--- config.mk ---
export PLATFORM = sky130hd
export DESIGN_NAME = wb_commit_queue
export DESIGN_NICKNAME = d
export VERILOG_FILES = /design/src/rtl/writeback_pkg.sv /design/src/rtl/wb_lookup_unit.sv /design/src/rtl/wb_commit_queue.sv
export SDC_FILE = /design/constraint.sdc
export NUM_CORES = 2
export LEC_CHECK = 0
export ABC_CLOCK_PERIOD_IN_PS = 12650
export BUFFER_PORTS_ARGS = -buffer_cell sky130_fd_sc_hd__buf_2
export CAP_MARGIN = 10
export CORE_AREA = 2 2 440 442
export CTS_CLUSTER_DIAMETER = 40
export CTS_CLUSTER_SIZE = 30
export DETAILED_ROUTE_END_ITERATION = 10
export DIE_AREA = 0 0 442 444
export GPL_TIMING_DRIVEN = 0
export PLACE_DENSITY_LB_ADDON = 0.15
export SYNTH_ARGS = -nofsm -noshare
export SYNTH_HDL_FRONTEND = slang
export SYNTH_SLANG_ARGS = --single-unit
--- constraint.sdc ---
create_clock -name clk -period 12.65 [get_ports clk]
set_clock_uncertainty 0.2 [all_clocks]
set_input_delay 2.53 -clock clk [delete_from_list [all_inputs] [get_ports clk]]
set_output_delay 2.53 -clock clk [all_outputs]
set_load 0.05 [all_outputs]
--- src/rtl/writeback_pkg.sv ---
// Shared writeback-stage types.
//
// Contents:
//   word_t, creg_addr_t          basic datapath types
//   decoded_instr_t              compact decoded-instruction tag carried to commit
//   writeback_data_t             memory-stage writeback record (legacy layout)
//   wb_entry_t                   commit-queue record (lane format on the queue ports)
//   wb_store_t                   wb_entry_t without pc, the form the queue buffers
//   WB_CH_MAX                    widest supported commit group
//   wb_entry_from_wbdata()       legacy record -> wb_entry_t
//   wb_pack_store()/wb_unpack_store()  strip / re-attach the pc field
package writeback_pkg;

  typedef logic [31:0] word_t;
  typedef logic [4:0]  creg_addr_t;

  localparam int WB_CH_MAX = 4;

  typedef enum logic [2:0] {
    OP_NOP,
    OP_ALU,
    OP_LOAD,
    OP_STORE,
    OP_BRANCH,
    OP_MULDIV,
    OP_MTHILO
  } op_class_t;

  typedef struct packed {
    op_class_t  op;
    logic [5:0] opcode;
    logic [5:0] funct;
    logic       is_delay_slot;
  } decoded_instr_t;

  typedef struct packed {
    decoded_instr_t instr;
    word_t          pc;
    creg_addr_t     rd;
    word_t          wdata;
    logic           we;
    word_t          hi;
    word_t          lo;
    logic           hi_we;
    logic           lo_we;
  } writeback_data_t;

  typedef struct packed {
    decoded_instr_t instr;
    word_t          pc;
    creg_addr_t     writereg;
    word_t          result;
    word_t          hi;
    word_t          lo;
    logic           reg_wen;
    logic           hi_wen;
    logic           lo_wen;
  } wb_entry_t;

  // Buffered form: pc only needs storage when the trace ports exist.
  typedef struct packed {
    decoded_instr_t instr;
    creg_addr_t     writereg;
    word_t          result;
    word_t          hi;
    word_t          lo;
    logic           reg_wen;
    logic           hi_wen;
    logic           lo_wen;
  } wb_store_t;

  function automatic wb_entry_t wb_entry_from_wbdata(input writeback_data_t d);
    wb_entry_t e;
    e.instr    = d.instr;
    e.pc       = d.pc;
    e.writereg = d.rd;
    e.result   = d.wdata;
    e.hi       = d.hi;
    e.lo       = d.lo;
    e.reg_wen  = d.we;
    e.hi_wen   = d.hi_we;
    e.lo_wen   = d.lo_we;
    return e;
  endfunction

  function automatic wb_store_t wb_pack_store(input wb_entry_t e);
    wb_store_t s;
    s.instr    = e.instr;
    s.writereg = e.writereg;
    s.result   = e.result;
    s.hi       = e.hi;
    s.lo       = e.lo;
    s.reg_wen  = e.reg_wen;
    s.hi_wen   = e.hi_wen;
    s.lo_wen   = e.lo_wen;
    return s;
  endfunction

  function automatic wb_entry_t wb_unpack_store(input wb_store_t s, input word_t pc);
    wb_entry_t e;
    e.instr    = s.instr;
    e.pc       = pc;
    e.writereg = s.writereg;
    e.result   = s.result;
    e.hi       = s.hi;
    e.lo       = s.lo;
    e.reg_wen  = s.reg_wen;
    e.hi_wen   = s.hi_wen;
    e.lo_wen   = s.lo_wen;
    return e;
  endfunction

endpackage

--- src/rtl/wb_lookup_unit.sv ---
// Single-port youngest-match register lookup over the commit-queue buffer.
//
// Ports:
//   i_head      oldest buffered slot
//   i_count     number of valid slots starting at i_head
//   i_reg_wen   per-slot register-write enable
//   i_writereg  per-slot destination register
//   i_result    per-slot result value
//   i_query     register being looked up (r0 never hits)
//   o_hit       some valid slot writes i_query
//   o_data      result of the youngest such slot, 0 on miss
module wb_lookup_unit
  import writeback_pkg::*;
#(
  parameter  int DEPTH = 8,
  localparam int PW    = $clog2(DEPTH),
  localparam int CW    = PW + 1
) (
  input  logic [PW-1:0]          i_head,
  input  logic [CW-1:0]          i_count,
  input  logic [DEPTH-1:0]       i_reg_wen,
  input  creg_addr_t [DEPTH-1:0] i_writereg,
  input  word_t [DEPTH-1:0]      i_result,
  input  creg_addr_t             i_query,
  output logic                   o_hit,
  output word_t                  o_data
);

  logic [PW-1:0] w_idx;

  // Walk from oldest to youngest; a later match overwrites an earlier one,
  // so the surviving value belongs to the youngest writer.
  always_comb begin
    o_hit  = 1'b0;
    o_data = '0;
    w_idx  = '0;
    for (int j = 0; j < DEPTH; j++) begin
      w_idx = i_head + PW'(j);
      if ((CW'(j) < i_count) && i_reg_wen[w_idx] &&
          (i_writereg[w_idx] == i_query) && (i_query != '0)) begin
        o_hit  = 1'b1;
        o_data = i_result[w_idx];
      end
    end
  end

endmodule

--- src/rtl/wb_commit_queue.sv ---
// Multi-lane in-order writeback commit queue.
//
// Accepts up to CH records per cycle into a circular buffer, drains up to CH
// per cycle toward the register file, merges HI/LO writes across the drained
// lanes, and answers RD_PORTS youngest-match bypass lookups.
//
// Ports:
//   clk, resetn              clock, asynchronous active-low reset
//   in_valid/in_data         enqueue group (contiguous from lane 0, lane 0 oldest)
//   in_ready                 room for a full CH-wide group (pre-drain occupancy)
//   drain_en                 consumer takes drained lanes this cycle
//   out_valid/out_data       head entries, lane 0 oldest
//   hi_wen/hi_data, lo_wen/lo_data   merged HI/LO writes (highest lane wins)
//   query_reg/query_hit/query_data   bypass lookups
//   count                    occupancy
//
// Optional: define WB_COMMIT_QUEUE_TRACE_EN to add debug_wb_pc/wen/wnum/wdata
// trace ports and the pc storage they need.
module wb_commit_queue
  import writeback_pkg::*;
#(
  parameter int CH       = 2,
  parameter int DEPTH    = 8,
  parameter int RD_PORTS = 4
) (
  input  logic                       clk,
  input  logic                       resetn,
  input  logic [CH-1:0]              in_valid,
  input  wb_entry_t [CH-1:0]         in_data,
  output logic                       in_ready,
  input  logic                       drain_en,
  output logic [CH-1:0]              out_valid,
  output wb_entry_t [CH-1:0]         out_data,
  output logic                       hi_wen,
  output word_t                      hi_data,
  output logic                       lo_wen,
  output word_t                      lo_data,
  input  creg_addr_t [RD_PORTS-1:0]  query_reg,
  output logic [RD_PORTS-1:0]        query_hit,
  output word_t [RD_PORTS-1:0]       query_data,
`ifdef WB_COMMIT_QUEUE_TRACE_EN
  output word_t [CH-1:0]             debug_wb_pc,
  output logic [CH-1:0][3:0]         debug_wb_wen,
  output creg_addr_t [CH-1:0]        debug_wb_wnum,
  output word_t [CH-1:0]             debug_wb_wdata,
`endif
  output logic [$clog2(DEPTH):0]     count
);

  localparam int PW = $clog2(DEPTH);
  localparam int CW = PW + 1;
  localparam logic [CW-1:0] DEPTH_C = CW'(DEPTH);
  localparam logic [CW-1:0] CH_C    = CW'(CH);

  logic [PW-1:0] r_head;
  logic [PW-1:0] r_tail;
  logic [CW-1:0] r_count;
  wb_store_t     r_mem [DEPTH];
`ifdef WB_COMMIT_QUEUE_TRACE_EN
  word_t         r_pc  [DEPTH];
`endif

  logic          w_run;
  logic [CW-1:0] w_enq_k;
  logic          w_enq;
  logic [CW-1:0] w_push;
  logic [CW-1:0] w_pop;
  logic [PW-1:0] w_wr_idx [CH];
  logic [PW-1:0] w_rd_idx [CH];

  logic [DEPTH-1:0]       w_slot_wen;
  creg_addr_t [DEPTH-1:0] w_slot_reg;
  word_t [DEPTH-1:0]      w_slot_res;

  assign count    = r_count;
  assign in_ready = (DEPTH_C - r_count) >= CH_C;

  // Enqueue width is the run of leading ones; anything past the first zero
  // is ignored.
  always_comb begin
    w_enq_k = '0;
    w_run   = 1'b1;
    for (int i = 0; i < CH; i++) begin
      if (w_run && in_valid[i]) begin
        w_enq_k = w_enq_k + CW'(1);
      end else begin
        w_run = 1'b0;
      end
    end
  end

  assign w_enq  = in_ready && in_valid[0];
  assign w_push = w_enq ? w_enq_k : '0;

  always_comb begin
    for (int i = 0; i < CH; i++) begin
      w_wr_idx[i] = r_tail + PW'(i);
    end
  end

  // Drain side: lanes read straight from registered state, so a record
  // written this edge is visible no earlier than the next cycle.
  always_comb begin
    w_pop = '0;
    for (int i = 0; i < CH; i++) begin
      w_rd_idx[i]  = r_head + PW'(i);
      out_valid[i] = drain_en && (r_count > CW'(i));
      if (out_valid[i]) begin
        w_pop = w_pop + CW'(1);
      end
`ifdef WB_COMMIT_QUEUE_TRACE_EN
      out_data[i] = wb_unpack_store(r_mem[w_rd_idx[i]], r_pc[w_rd_idx[i]]);
`else
      out_data[i] = wb_unpack_store(r_mem[w_rd_idx[i]], '0);
`endif
    end
  end

  // Pointers and occupancy; only the control state is reset.
  always_ff @(posedge clk or negedge resetn) begin
    if (!resetn) begin
      r_head  <= '0;
      r_tail  <= '0;
      r_count <= '0;
    end else begin
      r_head  <= r_head + PW'(w_pop);
      r_tail  <= r_tail + PW'(w_push);
      r_count <= r_count + w_push - w_pop;
    end
  end

  always_ff @(posedge clk) begin
    for (int i = 0; i < CH; i++) begin
      if (w_enq && (CW'(i) < w_enq_k)) begin
        r_mem[w_wr_idx[i]] <= wb_pack_store(in_data[i]);
`ifdef WB_COMMIT_QUEUE_TRACE_EN
        r_pc[w_wr_idx[i]]  <= in_data[i].pc;
`endif
      end
    end
  end

  // The consumer resolves same-register conflicts in favour of the higher
  // lane, so HI/LO take the value from the highest drained writer.
  always_comb begin
    hi_wen  = 1'b0;
    hi_data = '0;
    lo_wen  = 1'b0;
    lo_data = '0;
    for (int i = 0; i < CH; i++) begin
      if (out_valid[i] && out_data[i].hi_wen) begin
        hi_wen  = 1'b1;
        hi_data = out_data[i].hi;
      end
      if (out_valid[i] && out_data[i].lo_wen) begin
        lo_wen  = 1'b1;
        lo_data = out_data[i].lo;
      end
    end
  end

  always_comb begin
    for (int s = 0; s < DEPTH; s++) begin
      w_slot_wen[s] = r_mem[s].reg_wen;
      w_slot_reg[s] = r_mem[s].writereg;
      w_slot_res[s] = r_mem[s].result;
    end
  end

  for (genvar p = 0; p < RD_PORTS; p++) begin : g_lookup
    wb_lookup_unit #(
      .DEPTH (DEPTH)
    ) u_lookup (
      .i_head     (r_head),
      .i_count    (r_count),
      .i_reg_wen  (w_slot_wen),
      .i_writereg (w_slot_reg),
      .i_result   (w_slot_res),
      .i_query    (query_reg[p]),
      .o_hit      (query_hit[p]),
      .o_data     (query_data[p])
    );
  end

`ifdef WB_COMMIT_QUEUE_TRACE_EN
  // Gated by out_valid, which is low whenever reset holds count at zero.
  always_comb begin
    for (int i = 0; i < CH; i++) begin
      debug_wb_wen[i]   = {4{out_valid[i] && out_data[i].reg_wen}};
      debug_wb_pc[i]    = out_valid[i] ? out_data[i].pc       : '0;
      debug_wb_wnum[i]  = out_valid[i] ? out_data[i].writereg : '0;
      debug_wb_wdata[i] = out_valid[i] ? out_data[i].result   : '0;
    end
  end
`else
  logic w_unused_pc;
  assign w_unused_pc = ^in_data;
`endif

  a_in_valid_contig: assert property (@(posedge clk) disable iff (!resetn)
    ((in_valid & (in_valid + CH'(1))) == '0));

  a_count_bound: assert property (@(posedge clk) disable iff (!resetn)
    (r_count <= DEPTH_C));

endmodule
==> metrics.md <==
| Metric | Value |
|---|---|
| Crit Path Class | `flip-flop to primary output` |
| Final Max Tran Viols | `0` |
| Startpoint Class | `flip-flop` |
| Final setup fails | `0` |
| Residual DRC count | `0` |
| Chip height | `444 microns` |
| Minimum clock period | `10.89 ns` |
| Die area | `196,000 sq um` |
| Post-CTS setup buffers | `0` |
| Vias in the first global route | `64.1k` |
| Synthesized cell area | `~76,000 sq um` |
| Worst-path clk slew | `around 0.06 ns` |
| Vias per inst | `6.79` |
| GPL Wtd Cong | `about 1.1` |
| Worst Hold Path Cells | `1` |
| Register area share after synthesis | `38.2%` |
| Initial antenna violation count | `130` |
| Total GRT Usage | `40.2%` |
| CTS sink count | `970` |
| Core footprint | `approximately 190,000 sq um` |
| Max frequency | `about 0.092 GHz` |
| Total negative slack | `0 ns` |
| Final nets | `about 7.6k` |
| Main synth FF type | `edfxtp_1` |
| Ratio of cells with drive above 1 in the final layout | `about two fifths` |
| Total grt overflow | `0` |
| Worst-Margin Slew | `between 1 and 1.5 ns` |
| DP Wirelength | `316 mm` |
| Hold Violations, Final | `0` |
| MaxCap Viol Count | `0` |
| Via count | `67.8k` |
| Synthesis Warnings | `0` |
| Critical Path RT | `9.92 ns` |
| Status | `completed` |
| Clk_lat worst skew | `approximately 0.8 ns` |
| H-tree levels | `4` |
| Layout area overhead | `17.7%` |
| TritonCTS clock tree | `yes` |
| First-pass GRT wire length | `roughly 550 mm` |
| FFs w/ async S/R, synth | `1.03%` |
| Antenna violation net count after detailed routing | `0` |
| Worst R2R Setup Slack | `6.53 ns` |
| CTS resizes | `0` |
| Final WL | `408 mm` |
| Crit path DAT | `8.16 ns` |
| Chip width | `442 microns` |
| IO buf count | `699` |
| CTS Root Cell | `clkbuf_16` |
| Crit. End Element | `primary output` |
| Worst reg-to-reg path cell count | `14` |
| Post-synthesis cell count | `6,292` |
| Number of cell rows | `161` |
| Largest net degree at the start of global routing | `40` |
| Starting Density | `39.7%` |
| Routed WL per cell | `40.8 microns` |
| Min-delay worst type | `flip-flop to flip-flop` |
| Slew headroom | `between 1.5 and 2%` |
| EDFF count, synth | `960` |
| Worst-case clock buffer depth | `3` |
| Average size of a mapped cell | `12.1 sq um` |
| IO Pins | `838` |
| Count of different cell masters after synthesis | `105` |
| Inst Count DP | `a little under 10k` |
| DRT Pass-1 Iters | `9` |
| Clock buffer count from CTS | `140` |
| Crit share post-route | `86.1%` |
| Initial DRC Count | `10.4k` |
| RSZ-0062 raised after global routing | `no` |
| Fin cells | `9,990` |
| Synthesis-stage register bit count | `970` |
| CTS Hold Buffers Added | `0` |
| Worst-path maximum fanout | `11` |
cell usage after synthesis, types with 46 or more instances:
master | number | area share, %
mux2_2 | 1025 | 15
edfxtp_1 | 960 | 38
nand2_1 | 898 | 4.4
mux4_2 | 645 | 19
clkbuf_1 | 325 | 1.6
nand3_1 | 286 | 1.9
mux2i_1 | 215 | 2.8
o21ai_0 | 144 | 0.95
xnor2_1 | 130 | 1.5
nor2_1 | 129 | 0.64
a21oi_1 | 128 | 0.84
buf_2 | 124 | 0.81
nor3_1 | 123 | 0.81
inv_1 | 115 | 0.57
buf_4 | 112 | 1.1
o221ai_1 | 61 | 0.70
nand4_1 | 55 | 0.45
buf_1 | 48 | 0.24
o22ai_1 | 47 | 0.39
xor2_1 | 47 | 0.54
o31ai_1 | 46 | 0.45
path summary, 6_finish.rpt:
check / to / start
min: r_head[0]$_DFF_PN0_ / r_head[0]$_DFF_PN0_
min in group asynchronous: count[2]$_DFF_PN0_ / resetn
max: query_data[84] / r_head[1]$_DFF_PN0_
max reg2reg: r_mem[7][49]$_DFFE_PP_ / count[1]$_DFF_PN0_
max in group asynchronous: r_tail[1]$_DFF_PN0_ / resetn
min reg2reg: r_head[0]$_DFF_PN0_ / r_head[0]$_DFF_PN0_
per-layer routing:
layer / global-route usage (%) / part of all wire (%)
met1: 50.6 / 37
met2: 61.8 / 45
met3: 9.40 / 11
met4: 27.1 / 7.6
met5: 0 / 0.078
cell type report:
cell class / count / area (sq um)
inverter: 120 / 450
tap: 2526 / 3160
antenna: 76 / 190
clock buffer: 152 / 3610
clock inverter: 105 / 1180
timing repair buffer: 776 / 5000
sequential: 970 / 29100
multi-input combinational: 4635 / 43900
buffer: 630 / 3110
fill: 17700 / 102000
cell families (layout without fill, tap and decap cells):
family,Yosys count,count (layout),synth area share (%)
adder cells (fa/ha/maj),19,19,0.352
buffers and inverters,750,1783,4.66
other,1,140,0.00492
flip-flops,970,970,38.2
multiplexers,1891,1891,37.2
AND/OR/NAND/NOR,1646,1646,9.69
XOR/XNOR,181,181,2.14
AO/OA/AOI/OAI,834,834,7.78
cell usage in the layout, fill, tap and decap left out, types with 76 or more instances in the layout:
cell type	Yosys	routed
clkbuf_16	0	143
edfxtp_1	960	960
nor2_1	129	129
diode_2	0	76
buf_4	112	116
xnor2_1	130	130
buf_2	124	824
nand3_1	286	286
mux2_2	1025	1025
mux4_2	645	645
nand2_1	898	898
mux2i_1	215	215
clkbuf_1	325	328
o21ai_0	144	143
a21oi_1	128	128
inv_1	115	115
nor3_1	123	120
registers in the layout, indices dropped and copies added (netlist names):
signal  count
r_mem     960
count       4
r_head      3
r_tail      3
worst max-delay path, cell delays in order, from the launching register on:
cell,delay [ns]
dfrtp_1,0.46
inv_2,0.48
buf_1,0.99
ha_1,0.42
buf_6,0.15
buf_6,0.16
buf_6,0.17
buf_4,0.21
mux2i_1,0.13
mux4_2,0.64
xnor2_1,0.21
nor4_1,0.61
nand2_1,0.44
buf_1,0.46
o221ai_1,0.30
nand3_1,0.11
a211oi_1,0.92
buf_2,0.43
stage by stage:
stage                     instance area [sq um]  setup WS [ns]  hold slack [ns]  utilization [%]
after floorplan                           76400          0.112            0.328                -
after global placement                    83000         -12.05            0.427             43.3
after detailed placement                  84600           2.61            0.421             44.2
after CTS                                 89400           1.92            0.435             46.7
after global routing                      89600           1.72            0.451             46.8
final                                     89600           1.76            0.429             46.8
Power is not shown: default switching activity piles up to over one toggle a cycle in this logic, so the estimate is an artifact.
